`config.mk`:
```
export PLATFORM = sky130hd
export DESIGN_NAME = exe_stage_unit
export DESIGN_NICKNAME = d
export VERILOG_FILES = /design/src/rtl/arm_pkg.sv /design/src/rtl/val2_generate.sv /design/src/rtl/exe_stage_unit.sv
export SDC_FILE = /design/constraint.sdc
export NUM_CORES = 1
export LEC_CHECK = 0
export ABC_AREA = 1
export CAP_MARGIN = 20
export CORE_ASPECT_RATIO = 2
export CORE_MARGIN = 1
export CORE_UTILIZATION = 35
export DETAILED_ROUTE_END_ITERATION = 8
export GPL_TIMING_DRIVEN = 0
export SLEW_MARGIN = 0
export SYNTH_ARGS = -nofsm -noshare
export SYNTH_HDL_FRONTEND = slang
export SYNTH_SLANG_ARGS = --single-unit
```
`constraint.sdc`:
```
create_clock -name clk -period 6.9 [get_ports clk]
set_input_delay 1.035 -clock clk [delete_from_list [all_inputs] [get_ports clk]]
set_output_delay 1.035 -clock clk [all_outputs]
set_load 0.02 [all_outputs]
```
`src/rtl/arm_pkg.sv`:
```
// Shared encodings for the execute stage: ALU commands, shifter types,
// forwarding selects and status-flag bit positions.
package arm_pkg;

    // ALU command encodings driven by the decoder
    typedef enum logic [3:0] {
        CmdMov = 4'b0001,
        CmdAdd = 4'b0010,
        CmdAdc = 4'b0011,
        CmdSub = 4'b0100,
        CmdSbc = 4'b0101,
        CmdAnd = 4'b0110,
        CmdOrr = 4'b0111,
        CmdEor = 4'b1000,
        CmdMvn = 4'b1001
    } exe_cmd_e;

    // Register-shift type field so[6:5]
    typedef enum logic [1:0] {
        ShLsl = 2'b00,
        ShLsr = 2'b01,
        ShAsr = 2'b10,
        ShRor = 2'b11
    } shift_type_e;

    // Operand forwarding select; 2'b11 is treated as FwdId
    typedef enum logic [1:0] {
        FwdId  = 2'b00,
        FwdMem = 2'b01,
        FwdWb  = 2'b10
    } fwd_sel_e;

    // Bit positions inside the {N,Z,C,V} status nibble
    localparam int unsigned FlagN = 3;
    localparam int unsigned FlagZ = 2;
    localparam int unsigned FlagC = 1;
    localparam int unsigned FlagV = 0;

endpackage

```
`src/rtl/val2_generate.sv`:
```
// Second-operand (Val2) generator for the execute stage.
// Ports:
//   mem_en_i          load or store: Val2 is the zero-extended 12-bit offset
//   imm_i             immediate operand: 8-bit value rotated right by 2*rot
//   shift_operand_i   12-bit shifter operand field
//   rm_i              forwarded Rm value for register shifts
//   val2_o            resulting second operand
module val2_generate
    import arm_pkg::*;
#(
    parameter int unsigned DATA_W = 32
) (
    input  logic              mem_en_i,
    input  logic              imm_i,
    input  logic [11:0]       shift_operand_i,
    input  logic [DATA_W-1:0] rm_i,
    output logic [DATA_W-1:0] val2_o
);

    logic [DATA_W-1:0] imm_ext;
    logic [4:0]        rot_amt;
    logic [4:0]        sh_amt;
    shift_type_e       sh_type;

    always_comb begin
        imm_ext = DATA_W'(shift_operand_i[7:0]);
        rot_amt = {shift_operand_i[11:8], 1'b0};
        sh_amt  = shift_operand_i[11:7];
        sh_type = shift_type_e'(shift_operand_i[6:5]);
        val2_o  = rm_i;

        if (mem_en_i) begin
            val2_o = DATA_W'(shift_operand_i);
        end else if (imm_i) begin
            // Guard the zero rotate: a shift by DATA_W would clear the value
            if (rot_amt == 5'd0) begin
                val2_o = imm_ext;
            end else begin
                val2_o = (imm_ext >> rot_amt) | (imm_ext << (DATA_W - 32'(rot_amt)));
            end
        end else if (sh_amt != 5'd0) begin
            unique case (sh_type)
                ShLsl: val2_o = rm_i << sh_amt;
                ShLsr: val2_o = rm_i >> sh_amt;
                ShAsr: val2_o = DATA_W'($signed(rm_i) >>> sh_amt);
                ShRor: val2_o = (rm_i >> sh_amt) | (rm_i << (DATA_W - 32'(sh_amt)));
                default: val2_o = rm_i;
            endcase
        end
    end

endmodule

```
`src/rtl/exe_stage_unit.sv`:
```
// Execute stage: operand forwarding, Val2 generation, ALU, NZCV flags,
// the architectural status register and the EXE/MEM pipeline register.
// Ports:
//   clk, rst (async active-low), freeze (holds EXE/MEM and status)
//   *_IN            decoded control/operands from the ID/EXE register
//   Status_in       {N,Z,C,V} captured at decode, carry source for ADC/SBC
//   sel_src1/2      forwarding selects, mem_fwd_val / wb_fwd_val sources
//   branch_taken, branch_addr   same-cycle branch outputs
//   status          status register to the ID condition check
//   WB_EN, MEM_R_EN, MEM_W_EN, ALU_Res, Val_Rm, Dest   EXE/MEM register
module exe_stage_unit
    import arm_pkg::*;
#(
    parameter int unsigned DATA_W = 32,
    parameter int unsigned REG_AW = 4
) (
    input  logic              clk,
    input  logic              rst,
    input  logic              freeze,
    input  logic              WB_EN_IN,
    input  logic              MEM_R_EN_IN,
    input  logic              MEM_W_EN_IN,
    input  logic              B_IN,
    input  logic              S_IN,
    input  logic [3:0]        EXE_CMD_IN,
    input  logic [DATA_W-1:0] PC_IN,
    input  logic [DATA_W-1:0] Val_Rn_IN,
    input  logic [DATA_W-1:0] Val_Rm_IN,
    input  logic              imm_IN,
    input  logic [11:0]       Shift_operand_IN,
    input  logic [23:0]       Signed_imm_24_IN,
    input  logic [REG_AW-1:0] Dest_IN,
    input  logic [3:0]        Status_in,
    input  logic [1:0]        sel_src1,
    input  logic [1:0]        sel_src2,
    input  logic [DATA_W-1:0] mem_fwd_val,
    input  logic [DATA_W-1:0] wb_fwd_val,
    output logic              branch_taken,
    output logic [DATA_W-1:0] branch_addr,
    output logic [3:0]        status,
    output logic              WB_EN,
    output logic              MEM_R_EN,
    output logic              MEM_W_EN,
    output logic [DATA_W-1:0] ALU_Res,
    output logic [DATA_W-1:0] Val_Rm,
    output logic [REG_AW-1:0] Dest
);

    localparam int unsigned Msb = DATA_W - 1;

    logic [DATA_W-1:0] op1;
    logic [DATA_W-1:0] rm;
    logic [DATA_W-1:0] val2;
    logic [DATA_W-1:0] add_b;
    logic              add_cin;
    logic [DATA_W:0]   sum;
    logic [DATA_W-1:0] alu_res;
    logic              cmd_valid;
    logic              cmd_arith;
    logic [3:0]        flags_new;

    logic [3:0]        status_d, status_q;
    logic              wb_en_d, wb_en_q;
    logic              mem_r_en_d, mem_r_en_q;
    logic              mem_w_en_d, mem_w_en_q;
    logic [DATA_W-1:0] alu_res_d, alu_res_q;
    logic [DATA_W-1:0] val_rm_d, val_rm_q;
    logic [REG_AW-1:0] dest_d, dest_q;

    // Forwarding muxes; the unused code 2'b11 falls back to the ID value
    always_comb begin
        unique case (sel_src1)
            FwdMem:  op1 = mem_fwd_val;
            FwdWb:   op1 = wb_fwd_val;
            default: op1 = Val_Rn_IN;
        endcase
        unique case (sel_src2)
            FwdMem:  rm = mem_fwd_val;
            FwdWb:   rm = wb_fwd_val;
            default: rm = Val_Rm_IN;
        endcase
    end

    val2_generate #(
        .DATA_W (DATA_W)
    ) u_val2_generate (
        .mem_en_i        (MEM_R_EN_IN | MEM_W_EN_IN),
        .imm_i           (imm_IN),
        .shift_operand_i (Shift_operand_IN),
        .rm_i            (rm),
        .val2_o          (val2)
    );

    // Subtraction reuses the adder as op1 + ~val2 + cin, so the adder
    // carry-out is directly the NOT-borrow C flag.
    always_comb begin
        add_b     = val2;
        add_cin   = 1'b0;
        cmd_valid = 1'b1;
        cmd_arith = 1'b0;
        alu_res   = '0;

        unique case (EXE_CMD_IN)
            CmdAdd: begin
                cmd_arith = 1'b1;
            end
            CmdAdc: begin
                cmd_arith = 1'b1;
                add_cin   = Status_in[FlagC];
            end
            CmdSub: begin
                cmd_arith = 1'b1;
                add_b     = ~val2;
                add_cin   = 1'b1;
            end
            CmdSbc: begin
                cmd_arith = 1'b1;
                add_b     = ~val2;
                add_cin   = Status_in[FlagC];
            end
            CmdMov, CmdMvn, CmdAnd, CmdOrr, CmdEor: ;
            default: cmd_valid = 1'b0;
        endcase

        sum = {1'b0, op1} + {1'b0, add_b} + {{DATA_W{1'b0}}, add_cin};

        unique case (EXE_CMD_IN)
            CmdMov:                         alu_res = val2;
            CmdMvn:                         alu_res = ~val2;
            CmdAdd, CmdAdc, CmdSub, CmdSbc: alu_res = sum[DATA_W-1:0];
            CmdAnd:                         alu_res = op1 & val2;
            CmdOrr:                         alu_res = op1 | val2;
            CmdEor:                         alu_res = op1 ^ val2;
            default:                        alu_res = '0;
        endcase

        flags_new = Status_in;
        flags_new[FlagN] = alu_res[Msb];
        flags_new[FlagZ] = (alu_res == '0);
        if (cmd_arith) begin
            flags_new[FlagC] = sum[DATA_W];
            flags_new[FlagV] = (op1[Msb] == add_b[Msb]) && (alu_res[Msb] != op1[Msb]);
        end
    end

    // Unknown commands leave the status register untouched even with S set
    always_comb begin
        status_d   = status_q;
        wb_en_d    = wb_en_q;
        mem_r_en_d = mem_r_en_q;
        mem_w_en_d = mem_w_en_q;
        alu_res_d  = alu_res_q;
        val_rm_d   = val_rm_q;
        dest_d     = dest_q;
        if (!freeze) begin
            if (S_IN && cmd_valid) begin
                status_d = flags_new;
            end
            wb_en_d    = WB_EN_IN;
            mem_r_en_d = MEM_R_EN_IN;
            mem_w_en_d = MEM_W_EN_IN;
            alu_res_d  = alu_res;
            val_rm_d   = rm;
            dest_d     = Dest_IN;
        end
    end

    always_ff @(posedge clk or negedge rst) begin
        if (!rst) begin
            status_q   <= '0;
            wb_en_q    <= 1'b0;
            mem_r_en_q <= 1'b0;
            mem_w_en_q <= 1'b0;
            alu_res_q  <= '0;
            val_rm_q   <= '0;
            dest_q     <= '0;
        end else begin
            status_q   <= status_d;
            wb_en_q    <= wb_en_d;
            mem_r_en_q <= mem_r_en_d;
            mem_w_en_q <= mem_w_en_d;
            alu_res_q  <= alu_res_d;
            val_rm_q   <= val_rm_d;
            dest_q     <= dest_d;
        end
    end

    assign branch_taken = B_IN;
    assign branch_addr  = PC_IN + {{(DATA_W - 26){Signed_imm_24_IN[23]}}, Signed_imm_24_IN, 2'b00};

    assign status   = status_q;
    assign WB_EN    = wb_en_q;
    assign MEM_R_EN = mem_r_en_q;
    assign MEM_W_EN = mem_w_en_q;
    assign ALU_Res  = alu_res_q;
    assign Val_Rm   = val_rm_q;
    assign Dest     = dest_q;

endmodule
```
==> flow_summary.ini, run 1 <==
[floorplanning]
rows = 116
io_pins = 329
start_util = 0.3531
die_w_microns = 160.7
die_h_microns = 319.4

[grt]
grt_usage = 0.5614
grt_pass1_vias = 27090
grt_max_degree = 41
overflow = 79
grt_pass1_wl_mm = 205.0

[synthesis]
synth_commonest_cells = nand2_1 (940), nand3_1 (505), inv_1 (239), o21ai_0 (196), nor2_1 (189)
synth_top_area_share = 0.2001
ys_ff_latch = 75
synth_cells = 3107
syn-num-nets = 3463
yosysMostFrequentCell = nand2_1
synth_top_flop_cell = dfrtp_1
seq_area_frac_synth = 0.1065
yosysUniqueCellTypes = 59
yosysTopAreaCell = nand2_1
syn_area_sq_um = 17630
yosys_warnings = 0
async_flop_share = 1.000
synth_edf_count = 0
synth.area.top_cells = nand2_1 (20%), nand3_1 (14%), dfrtp_1 (11%)
avgSynthCellArea_sq_um = 5.674

[cts]
hold_buffers = 0
clockBufferDepth = 2
cts_root_buf = clkbuf_16
h-tree-depth = 3
cts_made_buffers = 9
cts_sinks = 75

[status]
outcome = did not finish
stop_error = [ERROR GRT-0116] Global routing finished with congestion. Check the congestion regions in the DRC Viewer.
lastStage = 5_1_grt

[placed_design]
place_congestion = 1.143
hpwl_mm = 108.4
place_area_sq_um = 21660
portBuffers = 318
-- kinds of logic after synthesis --
logic type	synth area share
compound gates	0.1660
flops	0.1065
fa+ha+maj	0.09709
xor+xnor	0.03272
simple gates	0.4940
buf+inv	0.1037
-- per-stage QoR --
stage                     instances  worst slack, ns  utilization  TNS, ns  hold WS, ns
after CTS                      4116         0.006492       0.4552        0       0.4823
after detailed placement       4078           -1.766       0.4339   -35.11       0.4662
after global placement         4074           -1.779       0.4331   -35.37       0.4623
after floorplan                3107           0.9379            -        0       0.5903
-- layer usage --
metal  GRT overflow  track usage
met1              0       0.5207
met2             46       0.8598
met3              0       0.2351
met4             33       0.6660
met5              0            0
-- what timing repair did --
action / in CTS
endpoints found under the setup margin: 33
pin swaps: 28
setup buffers: 23
cloned: 1
hold endpoints to repair: 0
resized for setup: 146
==> inputs of run 2 (changes only) <==
Settings changed: CORE_ASPECT_RATIO 2 to unset, CORE_UTILIZATION 35 to 20, PLACE_DENSITY_LB_ADDON set to 0.15.
==> run 2 against run 1 <==
The flow now finishes without violations. Area after synthesis did not move. Synthesized cell count did not move.
==> flow_summary.ini, run 2 <==
[cts]
clk_pin_slew_ns = 0.07
cts_made_buffers = 9
cts_root_buf = clkbuf_16
cts_sinks = 75
clk_latency_ns = 0.37
clockBufferDepth = 2
cts_tree = done
h-tree-depth = 3
hold_buffers = 0

[setup_path]
cp-start-kind = input pin
end_kind = flip-flop
arrival_ns = 7.05
cpPeakStageDelay_ns = 0.47
cp_max_fo = 10
required_ns = 7.21
crit_top_cell = nand2_1
criticalPathCategory = in2reg
crit_slowest_cell = clkdlybuf4s50_1

[pwr]
power_switching_w = 0.002141
max-vdd-ir-drop_v = 0.0001273
seq_power_share = 0.138
internal_power_w = 0.001838
switching_share = 0.5381
pwr-share-comb = 0.725
p_leak_nw = 11.64
p_per_area_nw_per_um2 = 162.7
p_clk_frac = 0.137

[finish]
layout_commonest_cell = nand2_1
final_cells = 4685
drive_above_1_share = 0.1579
fin_util = 0.2811
final_cell_mix = nand2_1 (894), nand3_1 (470), clkdlybuf4s50_1 (317)
fin_nets = 3879
multi_input_area_sq_um = 14930
fillers = 10072
seqCellArea_sq_um = 1877
area_delta_synth_final_pct = 38.74

[placed_design]
hpwl_mm = 99.51
place_congestion = 1.038
portBuffers = 318
place_inst = 4583

[flow_run]
cap_violations = 0

[synthesis]
yosys_warnings = 0
synth_top_flop_cell = dfrtp_1
syn-num-nets = 3463
synth_top_area_share = 0.2001
yosysMostFrequentCell = nand2_1
synth_cells = 3107
avgSynthCellArea_sq_um = 5.674
seq_area_frac_synth = 0.1065
synth.area.top_cells = nand2_1 (20%), nand3_1 (14%), dfrtp_1 (11%)
yosysUniqueCellTypes = 59
synth_edf_count = 0
syn_area_sq_um = 17630
async_flop_share = 1.000
ys_ff_latch = 75
synth_commonest_cells = nand2_1 (940), nand3_1 (505), inv_1 (239), o21ai_0 (196), nor2_1 (189)
yosysTopAreaCell = nand2_1

[min_path]
hold_path_class = reg2reg

[floorplanning]
core-area_sq_um = 87020
rows = 108
die_h_microns = 298.9
start_util = 0.2026
die_w_microns = 298.9
dieArea_sq_um = 89340
io_pins = 329

[grt]
grt_max_degree = 41
grt_pass1_vias = 23157
grt_pass1_wl_mm = 167.8
grt_usage = 0.2587
antenna_found_initial = 1
overflow = 0

[route]
wl_per_cell_microns = 25.67
drt_iter0_drc = 2680
routed_wl_mm = 120.3
drc = 0
antenna_left = 0
vias_per_cell = 5.205
vias = 24385
drtPass1Iterations = 7

[sta]
fin_crit_sh = 0.9759
fmax_mhz = 148.5
hold_viol = 0
setup_viol = 0
skew_ns = 0
min_period_ns = 6.734
final_max_slew_viol_count = 0
slew_headroom = 0.1987
worstMarginPinSlew_ns = 1.189

[status]
outcome = finished clean
-- run 2: logic make-up (layout without fill, tap and decap cells) --
family                   count (synthesis)  count (layout)  share of synthesized area
buffers and inverters                  429             850                     0.1037
XOR/XNOR                                65              65                    0.03272
adder cells (fa/ha/maj)                135             135                    0.09709
other                                    0               2                          0
AND/OR/NAND/NOR                       1904            1904                     0.4940
AO/OA/AOI/OAI                          499             499                     0.1660
flip-flops                              75              75                     0.1065
-- run 2: power by group through the flow --
stage	registers, W	clock network, W	logic, W
global placement	0.000561	0	0.00257
floorplan	0.000632	0	0.00134
CTS	0.000552	0.000558	0.00264
finish	0.000550	0.000546	0.00288
global route	0.000558	0.000568	0.00305
detailed placement	0.000559	0	0.00255
-- run 2: metrics by stage --
| step | TNS [ns] | instance area, sq um | worst slack (ns) | power, W | hold WS [ns] |
|---|---|---|---|---|---|
| floorplan | 0 | 17630 | 0.9379 | 0.001974 | 0.5903 |
| global placement | -24.34 | 22260 | -1.873 | 0.003126 | 0.4653 |
| detailed placement | -22.40 | 22300 | -1.821 | 0.003111 | 0.4669 |
| CTS | 0 | 23110 | 0.005147 | 0.003749 | 0.4804 |
| global route | -0.03632 | 24450 | -0.03632 | 0.004176 | 0.5033 |
| finish | 0 | 24460 | 0.1661 | 0.003980 | 0.4780 |
-- run 2: per-layer routing --
metal / vias to the layer above / track usage / part of all wire
met5: - / 0 / 0.00011
met4: 2 / 0.1251 / 0.056
met3: 230 / 0.03795 / 0.077
met2: 1198 / 0.4268 / 0.45
met1: 11730 / 0.3286 / 0.41
li1: 11225 / - / -
-- run 2: worst max-delay path, delay by kind of cell --
family | cells | cell delay [ns]
and+or+nand+nor | 21 | 2.91
buffers and inverters | 9 | 1.51
adders and majority gates | 3 | 0.88
AOI/OAI and AO/OA | 5 | 0.56
xor gates and xnor gates | 1 | 0.09
-- run 2: timing repair --
| action | in CTS | in global routing |
|---|---|---|
| endpoints found under the setup margin | 28 | 17 |
| pin swaps | 20 | 74 |
| resized for setup | 90 | 203 |
| gates cloned | 0 | 1 |
| setup buffers | 22 | 63 |
-- run 2: cell type report --
type,instances,area share
timing repair buffer,407,0.1602
clock inverter,5,0.003478
sequential,75,0.07673
inverter,265,0.04179
antenna,2,0.0002046
tap,1155,0.05908
buffer,162,0.03811
multi-input combinational,2603,0.6105
clock buffer,11,0.009924
-- run 2: final timing paths --
path,startpoint,end,slack [ns],cells past startpoint
max,Shift_operand_IN[7],status[2]$_DFFE_PN0P_,0.17,39
min,MEM_W_EN$_DFFE_PN0N_,MEM_W_EN$_DFFE_PN0N_,0.48,2
max reg2reg,status[0]$_DFFE_PN0P_,status[0]$_DFFE_PN0P_,5.99,2
min reg2reg,MEM_W_EN$_DFFE_PN0N_,MEM_W_EN$_DFFE_PN0N_,0.48,2
max in group asynchronous,rst,Val_Rm[11]$_DFFE_PN0N_,5.62,2
min in group asynchronous,rst,ALU_Res[24]$_DFFE_PN0N_,0.65,1
Power figures use the tool's default switching activity.
